<file path="src/rtl/sprite_channel_mux_if.sv">
// Handshake bundle between the sprite channel generators, the channel mux and the pixel compositor.
interface sprite_channel_mux_if #(
  parameter int unsigned WIDTH    = 32,
  parameter int unsigned CHANNELS = 16
);
  localparam int unsigned CW = $clog2(CHANNELS);

  logic [CHANNELS*WIDTH-1:0] in_data;
  logic [CHANNELS-1:0]       in_valid;
  logic [CHANNELS-1:0]       in_ready;
  logic [CHANNELS-1:0]       select;
  logic [WIDTH-1:0]          out_data;
  logic [CW-1:0]             out_chan;
  logic                      out_valid;
  logic                      out_ready;
  logic                      err_clear;
  logic                      multi_hot_err;

  modport master (
    output in_data, in_valid, select, out_ready, err_clear,
    input  in_ready, out_data, out_chan, out_valid, multi_hot_err
  );

  modport slave (
    input  in_data, in_valid, select, out_ready, err_clear,
    output in_ready, out_data, out_chan, out_valid, multi_hot_err
  );
endinterface

</file>
<file path="src/rtl/sprite_channel_mux.sv">
// N-channel sprite mux: picks one eligible channel per transfer (one-hot OR, fixed
// priority or round-robin) and registers it into a single backpressured output stage.
module sprite_channel_mux #(
  parameter int unsigned WIDTH    = 32,
  parameter int unsigned CHANNELS = 16,
  parameter int unsigned MODE     = 0
) (
  input logic                 clk,
  input logic                 reset,
  sprite_channel_mux_if.slave bus
);
  localparam int unsigned CW = $clog2(CHANNELS);

  logic [CHANNELS-1:0] eligible;
  logic [CHANNELS-1:0] grant;
  logic                load;
  logic                multi;
  logic                rr_found;
  logic [WIDTH-1:0]    win_data;
  logic [CW-1:0]       win_chan;
  logic [CW-1:0]       rr_ptr;
  logic                out_valid_q;
  logic [WIDTH-1:0]    out_data_q;
  logic [CW-1:0]       out_chan_q;
  logic                err_q;

  // Load gated by reset so no channel is ever acknowledged while the stage is being cleared.
  assign eligible = bus.in_valid & bus.select;
  assign load     = (|eligible) & (~out_valid_q | bus.out_ready) & ~reset;
  assign multi    = (eligible & (eligible - CHANNELS'(1))) != '0;

  // Winner selection for the configured arbitration mode
  always_comb begin
    grant    = '0;
    win_chan = '0;
    rr_found = 1'b0;
    if (MODE == 0) begin
      grant = eligible;
      for (int i = int'(CHANNELS) - 1; i >= 0; i--) begin
        if (eligible[i]) win_chan = CW'(i);
      end
    end else if (MODE == 1) begin
      for (int i = 0; i < int'(CHANNELS); i++) begin
        if (eligible[i]) win_chan = CW'(i);
      end
      grant[win_chan] = |eligible;
    end else begin
      for (int k = 1; k <= int'(CHANNELS); k++) begin
        if (!rr_found && eligible[CW'((int'(rr_ptr) + k) % int'(CHANNELS))]) begin
          rr_found = 1'b1;
          win_chan = CW'((int'(rr_ptr) + k) % int'(CHANNELS));
        end
      end
      grant[win_chan] = rr_found;
    end
  end

  // Granted channels are ORed; in the one-hot-OR mode this is the legacy merge.
  always_comb begin
    win_data = '0;
    for (int i = 0; i < int'(CHANNELS); i++) begin
      if (grant[i]) win_data = win_data | bus.in_data[i*int'(WIDTH) +: WIDTH];
    end
  end

  always_ff @(posedge clk or posedge reset) begin
    if (reset) begin
      out_valid_q <= 1'b0;
      out_data_q  <= '0;
      out_chan_q  <= '0;
      err_q       <= 1'b0;
      rr_ptr      <= CW'(CHANNELS - 1);
    end else begin
      if (load) begin
        out_valid_q <= 1'b1;
        out_data_q  <= win_data;
        out_chan_q  <= win_chan;
      end else if (bus.out_ready) begin
        out_valid_q <= 1'b0;
      end
      if (MODE == 2 && load) rr_ptr <= win_chan;
      if (MODE == 0 && load && multi) err_q <= 1'b1;
      else if (bus.err_clear)         err_q <= 1'b0;
    end
  end

  assign bus.in_ready      = load ? grant : '0;
  assign bus.out_valid     = out_valid_q;
  assign bus.out_data      = out_data_q;
  assign bus.out_chan      = out_chan_q;
  assign bus.multi_hot_err = err_q;
endmodule

</file>
<file path="src/flat_wrapper.sv">
// flat-port wrapper written by rule: the top's interface ports become plain ports
module sprite_channel_mux_flat 
#(
  parameter int unsigned WIDTH    = 32,
  parameter int unsigned CHANNELS = 16,
  parameter int unsigned MODE     = 0
)
  (clk, reset, bus_in_data, bus_in_valid, bus_select, bus_out_ready, bus_err_clear, bus_in_ready, bus_out_data, bus_out_chan, bus_out_valid, bus_multi_hot_err);
  sprite_channel_mux_if #(.WIDTH(WIDTH), .CHANNELS(CHANNELS)) bus_i ();
  input logic clk;
  input logic reset;
  input wire logic [$bits(bus_i.in_data)-1:0] bus_in_data;
  input wire logic [$bits(bus_i.in_valid)-1:0] bus_in_valid;
  input wire logic [$bits(bus_i.select)-1:0] bus_select;
  input wire logic [$bits(bus_i.out_ready)-1:0] bus_out_ready;
  input wire logic [$bits(bus_i.err_clear)-1:0] bus_err_clear;
  output wire logic [$bits(bus_i.in_ready)-1:0] bus_in_ready;
  output wire logic [$bits(bus_i.out_data)-1:0] bus_out_data;
  output wire logic [$bits(bus_i.out_chan)-1:0] bus_out_chan;
  output wire logic [$bits(bus_i.out_valid)-1:0] bus_out_valid;
  output wire logic [$bits(bus_i.multi_hot_err)-1:0] bus_multi_hot_err;
  assign bus_i.in_data = bus_in_data;
  assign bus_i.in_valid = bus_in_valid;
  assign bus_i.select = bus_select;
  assign bus_i.out_ready = bus_out_ready;
  assign bus_i.err_clear = bus_err_clear;
  assign bus_in_ready = bus_i.in_ready;
  assign bus_out_data = bus_i.out_data;
  assign bus_out_chan = bus_i.out_chan;
  assign bus_out_valid = bus_i.out_valid;
  assign bus_multi_hot_err = bus_i.multi_hot_err;
  sprite_channel_mux #(.WIDTH(WIDTH), .CHANNELS(CHANNELS), .MODE(MODE)) u_core (.clk(clk), .reset(reset), .bus(bus_i));
endmodule
</file>
<file path="config.mk">
export PLATFORM = sky130hd
export DESIGN_NAME = sprite_channel_mux_flat
export DESIGN_NICKNAME = d
export VERILOG_FILES = /design/src/rtl/sprite_channel_mux_if.sv /design/src/rtl/sprite_channel_mux.sv /design/src/flat_wrapper.sv
export SDC_FILE = /design/constraint.sdc
export NUM_CORES = 1
export LEC_CHECK = 0
export BUFFER_PORTS_ARGS = -buffer_cell sky130_fd_sc_hd__buf_2
export CAP_MARGIN = 5
export CORE_AREA = 2 2 235 237
export CTS_CLUSTER_SIZE = 10
export DETAILED_ROUTE_END_ITERATION = 7
export DIE_AREA = 0 0 237 239
export HOLD_SLACK_MARGIN = 0.15
export PLACE_DENSITY_LB_ADDON = 0.12
export SKIP_CTS_REPAIR_TIMING = 1
export SYNTH_ARGS = -nofsm -noshare
export SYNTH_HDL_FRONTEND = slang
export SYNTH_SLANG_ARGS = --single-unit
</file>
<file path="constraint.sdc">
create_clock -name clk -period 2.35 [get_ports clk]
set_input_delay 0.1175 -clock clk [delete_from_list [all_inputs] [get_ports clk]]
set_output_delay 0.1175 -clock clk [all_outputs]
set_load 0.02 [all_outputs]
</file>
==> results of run 1 <==
[synthesized netlist by cell type]
cell / n / share of area
a22oi_1: 145 / 0.23
nand2_1: 60 / 0.049
nand3_1: 58 / 0.063
a221oi_1: 57 / 0.11
a22o_1: 57 / 0.11
nor2_1: 50 / 0.040
o21ai_0: 42 / 0.045
clkbuf_1: 41 / 0.033
dfrtp_1: 38 / 0.21
buf_2: 26 / 0.028
and2_1: 16 / 0.022
a21oi_1: 9 / 0.0097
nand4_1: 9 / 0.012
buf_1: 4 / 0.0032
o31ai_1: 3 / 0.0049
a211oi_1: 2 / 0.0032
buf_4: 2 / 0.0032
inv_1: 2 / 0.0016
nor3_1: 2 / 0.0022
a21boi_0: 1 / 0.0016
a22oi_2: 1 / 0.0027
a311oi_1: 1 / 0.0019
a31oi_1: 1 / 0.0014
a32oi_1: 1 / 0.0019
nand2b_1: 1 / 0.0014
nor3_2: 1 / 0.0022
nor4_1: 1 / 0.0014
o21ai_2: 1 / 0.0019
o21bai_1: 1 / 0.0016
o221ai_1: 1 / 0.0019
o2bb2ai_1: 1 / 0.0019
o41ai_1: 1 / 0.0019
or2_1: 1 / 0.0014
[kinds of logic (layout without fill, tap and decap cells)]
group,after synthesis,in the layout,share of synthesized area
buffers and inverters,75,656,0.06935
DFF,38,38,0.2051
and+or+nand+nor,199,199,0.1937
other,0,1,0
AOI/OAI and AO/OA,325,325,0.5318
[routing by layer]
metal | vias up | GRT usage | share of wire
met1 | 3959 | 0.2010 | 0.41
li1 | 3749 | - | -
met4 | 0 | 0.05696 | 0.031
met2 | 511 | 0.2947 | 0.49
met3 | 76 | 0.03072 | 0.068
met5 | - | 0 | 0
[worst max-delay path: cells and delay by family]
kind	cells	cell delay, ps
AO/OA/AOI/OAI	2	570
buffers and inverters	3	630
AND/OR/NAND/NOR	3	650
[worst max-delay path by stage]
stage                          from  slack [ps]          endpoint  cells after the start
global placement    bus_in_valid[0]         210   bus_in_ready[8]                      8
detailed placement  bus_in_valid[0]         190   bus_in_ready[8]                      8
CTS                 bus_in_valid[0]         190   bus_in_ready[8]                      8
global route        bus_in_valid[0]          90   bus_in_ready[8]                      8
floorplan           bus_in_valid[6]         760  bus_in_ready[10]                      7
finish                bus_select[4]         230   bus_in_ready[8]                      8
[sequential cells by signal (all words and copies together), names as in the netlist]
register and cells:
u_core.bus.out_data 32, u_core.bus.multi_hot_err 1, u_core.bus.out_chan 4, u_core.bus.out_valid 1
[cell usage in the layout (no fill, tap or decap), types with 2 or more instances in the layout]
cell type	netlist	final
a211oi_1	2	2
a21oi_1	9	9
a221oi_1	57	57
a22o_1	57	57
a22oi_1	145	145
and2_2	0	16
buf_12	0	10
buf_2	26	601
buf_4	2	33
clkbuf_16	0	5
dfrtp_1	38	38
dlygate4sd3_1	0	2
nand2_1	60	60
nand3_1	58	58
nand4_1	9	9
nor2_1	50	50
nor3_1	2	2
o21ai_0	42	42
o31ai_1	3	3
[layout make-up]
class,instances,area share
clock inverter,1,0.0005651
clock buffer,7,0.01610
sequential,38,0.1074
tap,704,0.09945
inverter,2,0.0008476
multi-input combinational,524,0.3830
timing repair buffer,646,0.3924
antenna,1,0.0002825
[stage by stage]
step / utilization / area (um^2) / power (W) / cells / setup WS (ps)
floorplan: - / 4637 / 0.001579 / 637 / 762.8
global placement: 0.1599 / 8687 / 0.002690 / 1912 / 210.1
detailed placement: 0.1599 / 8687 / 0.002693 / 1912 / 189.4
CTS: 0.1626 / 8835 / 0.003489 / 1920 / 186.2
global route: 0.1630 / 8855 / 0.003648 / 1922 / 92.17
finish: 0.1630 / 8857 / 0.003389 / 1923 / 234.7
[where the power goes]
part           switching, W  internal, W
Clock              0.000320     0.000423
Sequential        0.0000509     0.000755
Combinational       0.00107     0.000771
==> metrics.txt, run 1 <==
outcome completed; largest net degree at the start of global routing slightly above 80; port buffer count 601; reg2reg start u_core.bus.out_valid$_DFFE_PP0P_; final wirelength 49270 um; clock skew 4.027 ps; die height ~240 um; Nets between 1500 and 2000; WP data required ~2200 ps; Post-Synthesis Cells 637; pwr dens 382.6 nW/um^2; share of the yosys chip area belonging to registers 0.2051; via count roughly 8300; worst setup path class in -> out; hold worst-path end u_core.bus.multi_hot_err$_DFFE_PP0P_; Relative slew margins 0.4664; final slew viol count 0; H-tree levels 2; Yosys warning count 0; number of global-route vias before repair between 8000 and 9000; FF-to-FF path depth 4; post-DR vias/cell 4.314; die area about 57000 um^2; Root Buffer clkbuf_16; Max Fclk ~0.47 GHz; CTS tree yes; CP cell instances buf_2 > a22oi_1 > nand4_1 > or2_1 > o21ai_4 > buf_12 > nor2_1 > buf_2; CTS sink cnt 38; Hold Path Class in -> reg; share of layout cells above drive strength 1 0.5509; slowest cell delay on critical path 390 ps; GR Overflow Total 0; #FFs+latches synth 38; Hold Slack 143.4 ps; ANT nets after route 0; first-pass GRT wire length ~66000 um; GPL Wtd Cong about 0.84; initial antenna violation count 4; max-capacitance violation count 0; Hold Crit Depth 3; mean cell area of the mapped netlist 7.279 um^2; Slew @ Worst Pin 800.4 ps; fin crit share 0.9001; Clk pin slew, worst setup/hold paths approximately 60 ps; Leakage Power approximately 4.3 nW; initial cell density of the core 0.08533; Fin Setup TNS 0 ps; Die X roughly 240 um; cell mode on critical path buf_2; synthesized net count ~1200; Synth-to-Final Area Change 91.01%; CP arrival roughly 2000 ps; sequential cell area roughly 950 um^2; Period minus WS final between 2000 and 2500 ps; Post-Syn Area ~4600 um^2; fillers about 6300; footprint of the multi-input gates between 3000 and 4000 um^2; worst hold path startpoint bus_err_clear; clock latency on the worst-skew pair roughly 300 ps; Slowest cell on crit path a22oi_1; drt initial violations between 500 and 600; first-pass detailed-route iteration total 5; count of cell types in the netlist 33; number of I/O pins between 600 and 700; Worst Path Max Fanout 80; Avg WL per Cell 25.62 um; GRT Util Overall 0.1663; Setup violations, final 0; Max Root-Sink Buffers 2; maximum VDD drop roughly 0.00024 V; Num CTS Buffers 5; DRC violations left 0; r2r endpoint u_core.bus.out_chan[1]$_DFFE_PP0P_; RSZ-0062 raised after global routing false; register-to-register setup slack approximately 920 ps; Critical Path End Type output pin; Final HPWL DP slightly above 40000 um; FP Rows between 80 and 90; core region area approximately 54000 um^2; final hold vios 0; CP Launch Type primary input
Power figures use the tool's default switching activity.
==> run 2, diff against run 1 <==
--- a/config.mk
+++ b/config.mk
@@ -11,6 +11,7 @@
 export CTS_CLUSTER_SIZE = 10
 export DETAILED_ROUTE_END_ITERATION = 7
 export DIE_AREA = 0 0 237 239
+export GPL_TIMING_DRIVEN = 0
 export HOLD_SLACK_MARGIN = 0.15
 export PLACE_DENSITY_LB_ADDON = 0.12
 export SKIP_CTS_REPAIR_TIMING = 1
==> metrics.txt, run 2 (same netlist as run 1, synthesis figures left out) <==
WP data required 2590 ps; fin util 0.1639; first-pass detailed-route iteration total 5; H-tree levels 2; initial antenna violation count 14; port buffer count between 600 and 700; die area about 57000 um^2; Relative slew margins 0.05496; RSZ-0062 raised after global routing true; Critical Path End Type flop; FP Rows 86; CP Launch Type primary input; Synth-to-Final Area Change 92.07%; Placed Instances between 1500 and 2000; share of layout cells above drive strength 1 0.5479; final wirelength around 67000 um; core region area roughly 54000 um^2; number of global-route vias before repair between 9000 and 10000; max reg flops 32; GPL Wtd Cong 0.8557; Die X between 200 and 250 um; fin crit share 0.9836; Final HPWL DP around 52000 um; CP arrival approximately 2600 ps; fillers 6471; Nets ~1800; DRC violations left 0; max-capacitance violation count 0; fin cells just under 2000; initial cell density of the core 0.08533; Hold Crit Depth 5; Period minus WS final 2311 ps; post-route cell area slightly below 9000 um^2; outcome completed; CTS tree yes; worst setup path class in -> reg; Max Fclk about 0.43 GHz; largest net degree at the start of global routing 22; Num CTS Buffers 5; maximum VDD drop around 0.00025 V; Root Buffer clkbuf_16; final hold vios 0; commonest non-fill, non-tap cell in the layout buf_2; Avg WL per Cell approximately 35 um; clock latency on the worst-skew pair 320 ps; CTS sink cnt 38; number of I/O pins 602; post-DR vias/cell around 4.6; GR Overflow Total 0; Post-Place Cell Area around 8600 um^2; Max Root-Sink Buffers 2; pwr dens 417.0 nW/um^2; FF-to-FF path depth 5; Clk pin slew, worst setup/hold paths roughly 70 ps; Hold Slack approximately 190 ps; ANT nets after route 0; die height between 200 and 250 um; Leakage Power between 4 and 5 nW; drt initial violations 640; Worst Path Max Fanout 10; Slew @ Worst Pin roughly 1400 ps; register-to-register setup slack 760 ps; first-pass GRT wire length approximately 85000 um; Hold Path Class in -> reg; final slew viol count 0; clock skew between 4 and 5 ps; Setup violations, final 0; GRT Util Overall 0.2297; via count between 8000 and 9000; most frequent cells in the layout 619 x buf_2, 142 x a22oi_1, 60 x nand2_1
==> run 2: changes by cell type in the layout (fill, tap and decap cells not counted), sizes merged <==
cell         before  now
diode             1    4
dlygate4sd3       2    3
clkbuf            7   47
buf             644  629
clkinv            1    0
==> run 2: where the power goes <==
part	internal (W)	switching [W]	leakage, nW
clock network	0.000484	0.000372	0.0832
registers	0.000754	0.0000525	0.438
logic	0.000758	0.00129	3.81
total	0.00200	0.00172	4.33
==> run 2: area by class of cell <==
| class | instances | area (um^2) | area share |
|---|---|---|---|
| buffer | 61 | 329.1 | 0.03695 |
| tap | 704 | 880.8 | 0.09890 |
| sequential | 38 | 950.9 | 0.1068 |
| antenna | 4 | 10.01 | 0.001124 |
| multi-input combinational | 524 | 3418 | 0.3838 |
| inverter | 2 | 7.507 | 0.0008429 |
| clock buffer | 8 | 166.4 | 0.01869 |
| timing repair buffer | 610 | 3143 | 0.3529 |
==> run 2: metrics by stage <==
| stage | power, W | setup slack, ps | setup TNS [ps] |
|---|---|---|---|
| finish | 0.003714 | 38.55 | 0 |
| global route | 0.003937 | -36.92 | -36.94 |
| CTS | 0.003775 | -831.1 | -28680 |
| detailed placement | 0.002868 | -1190 | -41750 |
| global placement | 0.002838 | -1637 | -49110 |
| floorplan | 0.001579 | 762.8 | 0 |
==> run 2: worst max-delay path, cell delays in order <==
cell      delay, ps
buf_2            90
and2_1          110
clkbuf_1        440
buf_1          1090
a22oi_1         260
nand3_1         170
nor2_2          100
o21ai_0         150
==> run 2: per-layer routing <==
layer | wire length (um) | global-route usage | vias to the layer above
li1 | - | - | 3818
met1 | 28100 | 0.2879 | 4466
met2 | 32660 | 0.4017 | 559
met3 | 4862 | 0.04388 | 67
met4 | 1686 | 0.05984 | 2
met5 | 10 | 0 | -
==> run 2: final timing paths <==
| kind | start | endpoint |
|---|---|---|
| setup / recovery | bus_in_valid[12] | u_core.bus.out_data[20]$_DFFE_PP0P_ |
| hold / removal | bus_in_data[457] | u_core.bus.out_data[9]$_DFFE_PP0P_ |
| setup reg to reg | u_core.bus.out_valid$_DFFE_PP0P_ | u_core.bus.out_data[0]$_DFFE_PP0P_ |
| hold reg to reg | u_core.bus.out_chan[1]$_DFFE_PP0P_ | u_core.bus.out_chan[1]$_DFFE_PP0P_ |
| max in group asynchronous | reset | u_core.bus.out_data[21]$_DFFE_PP0P_ |
| min in group asynchronous | reset | u_core.bus.multi_hot_err$_DFFE_PP0P_ |
==> run 3, diff against run 2 <==
--- a/config.mk
+++ b/config.mk
@@ -13,7 +13,7 @@
 export DIE_AREA = 0 0 237 239
 export GPL_TIMING_DRIVEN = 0
 export HOLD_SLACK_MARGIN = 0.15
-export PLACE_DENSITY_LB_ADDON = 0.12
+export PLACE_DENSITY = 0.4
 export SKIP_CTS_REPAIR_TIMING = 1
 export SYNTH_ARGS = -nofsm -noshare
 export SYNTH_HDL_FRONTEND = slang
==> metrics.txt, run 3 (same netlist as run 1, synthesis figures left out) <==
via count approximately 9300; clock latency on the worst-skew pair roughly 330 ps; port buffer count roughly 600; Final HPWL DP approximately 54000 um; drt initial violations around 770; GRT Util Overall 0.2341; Nets ~1800; initial antenna violation count 15; Period minus WS final 2278 ps; commonest non-fill, non-tap cell in the layout buf_2; fin cells between 1500 and 2000; largest net degree at the start of global routing 24; max-capacitance violation count 0; final hold vios 0; Hold Crit Depth 5; post-route cell area just under 9000 um^2; H-tree levels 2; outcome completed; Fin Setup TNS 0 ps; Slew @ Worst Pin 1088 ps; CTS tree yes; final wirelength around 70000 um; worst setup path class in -> reg; most frequent cells in the layout 620 x buf_2, 143 x a22oi_1, 60 x nand2_1; max reg flops 32; worst hold path startpoint bus_in_data[200]; pwr dens 415.8 nW/um^2; Relative slew margins 0.2747; Max Fclk 0.4390 GHz; DRC violations left 0; first-pass detailed-route iteration total 5; Root Buffer clkbuf_16; number of global-route vias before repair around 9300; GPL Wtd Cong between 0.8 and 0.9; Worst Path Max Fanout 10; CP Launch Type primary input; CP arrival 2530 ps; share of layout cells above drive strength 1 0.5482; fin crit share 0.9694; Hold Slack ~180 ps; initial cell density of the core 0.08533; die area roughly 57000 um^2; maximum VDD drop approximately 0.00025 V; reg2reg start u_core.bus.out_valid$_DFFE_PP0P_; Die X between 200 and 250 um; Post-Place Cell Area 8668 um^2; post-DR vias/cell roughly 4.7; Avg WL per Cell 35.39 um; Leakage Power between 4 and 5 nW; Placed Instances just under 2000; Clk pin slew, worst setup/hold paths about 80 ps; FF-to-FF path depth 6; register-to-register setup slack 830 ps; number of I/O pins ~600; die height around 240 um; clock skew between 15 and 20 ps; Num CTS Buffers 5; WP data required about 2600 ps; GR Overflow Total 0; CTS sink cnt 38; Critical Path End Type flop; fin util 0.1647; core region area approximately 54000 um^2; Hold Path Class in -> reg; final slew viol count 0; Max Root-Sink Buffers 2; first-pass GRT wire length 86230 um; ANT nets after route 0; Synth-to-Final Area Change 93.01%; hold worst-path end u_core.bus.out_data[8]$_DFFE_PP0P_; r2r endpoint u_core.bus.out_data[27]$_DFFE_PP0P_; FP Rows between 80 and 90; Setup violations, final 0
[run 3: layer usage]
metal / global-route usage / vias up / share of wire
met1: 0.2812 / 4499 / 0.39
met4: 0.1066 / 8 / 0.049
met2: 0.3876 / 801 / 0.46
met5: 0 / - / 0.0012
met3: 0.06559 / 145 / 0.098
li1: - / 3812 / -
[run 3: where the power goes]
group	switching, W	internal (W)	total (W)	leakage, nW
clock	0.000389	0.000424	0.000813	0.0729
sequential	0.0000546	0.000754	0.000809	0.438
combinational	0.00133	0.000766	0.00210	3.83
total	0.00178	0.00194	0.00372	4.34
[run 3: worst max-delay path by stage]
stage | slack (ps) | from | end
2_1_floorplan | 760 | bus_in_valid[6] | bus_in_ready[10]
3_3_place_gp | -1760 | bus_select[4] | u_core.bus.out_data[15]$_DFFE_PP0P_
3_5_place_dp | -1070 | bus_in_valid[11] | u_core.bus.out_data[31]$_DFFE_PP0P_
4_1_cts | -710 | bus_in_valid[11] | u_core.bus.out_data[31]$_DFFE_PP0P_
5_1_grt | -0.6 | bus_in_valid[2] | bus_in_ready[5]
6_report | 70 | bus_select[15] | u_core.bus.out_data[9]$_DFFE_PP0P_
[run 3: critical path, stage by stage]
cell,delay [ps]
buf_2,90
and2_1,510
clkbuf_4,520
buf_2,640
a22oi_1,200
nand3_1,180
nor2_1,70
o21ai_0,150
[run 3: layout make-up]
class	instances	area [um^2]
fill	6379	45390
multi-input combinational	524	3440
timing repair buffer	614	3178
sequential	38	950.9
tap	704	880.8
buffer	60	331.6
clock buffer	6	138.9
clock inverter	2	12.51
antenna	4	10.01
inverter	2	7.507
[run 3: metrics by stage]
stage | total power (W) | setup slack, ps
CTS | 0.003741 | -705.4
floorplan | 0.001579 | 762.8
detailed placement | 0.002889 | -1069
finish | 0.003722 | 72.00
global placement | 0.002854 | -1764
global route | 0.003900 | -0.5524
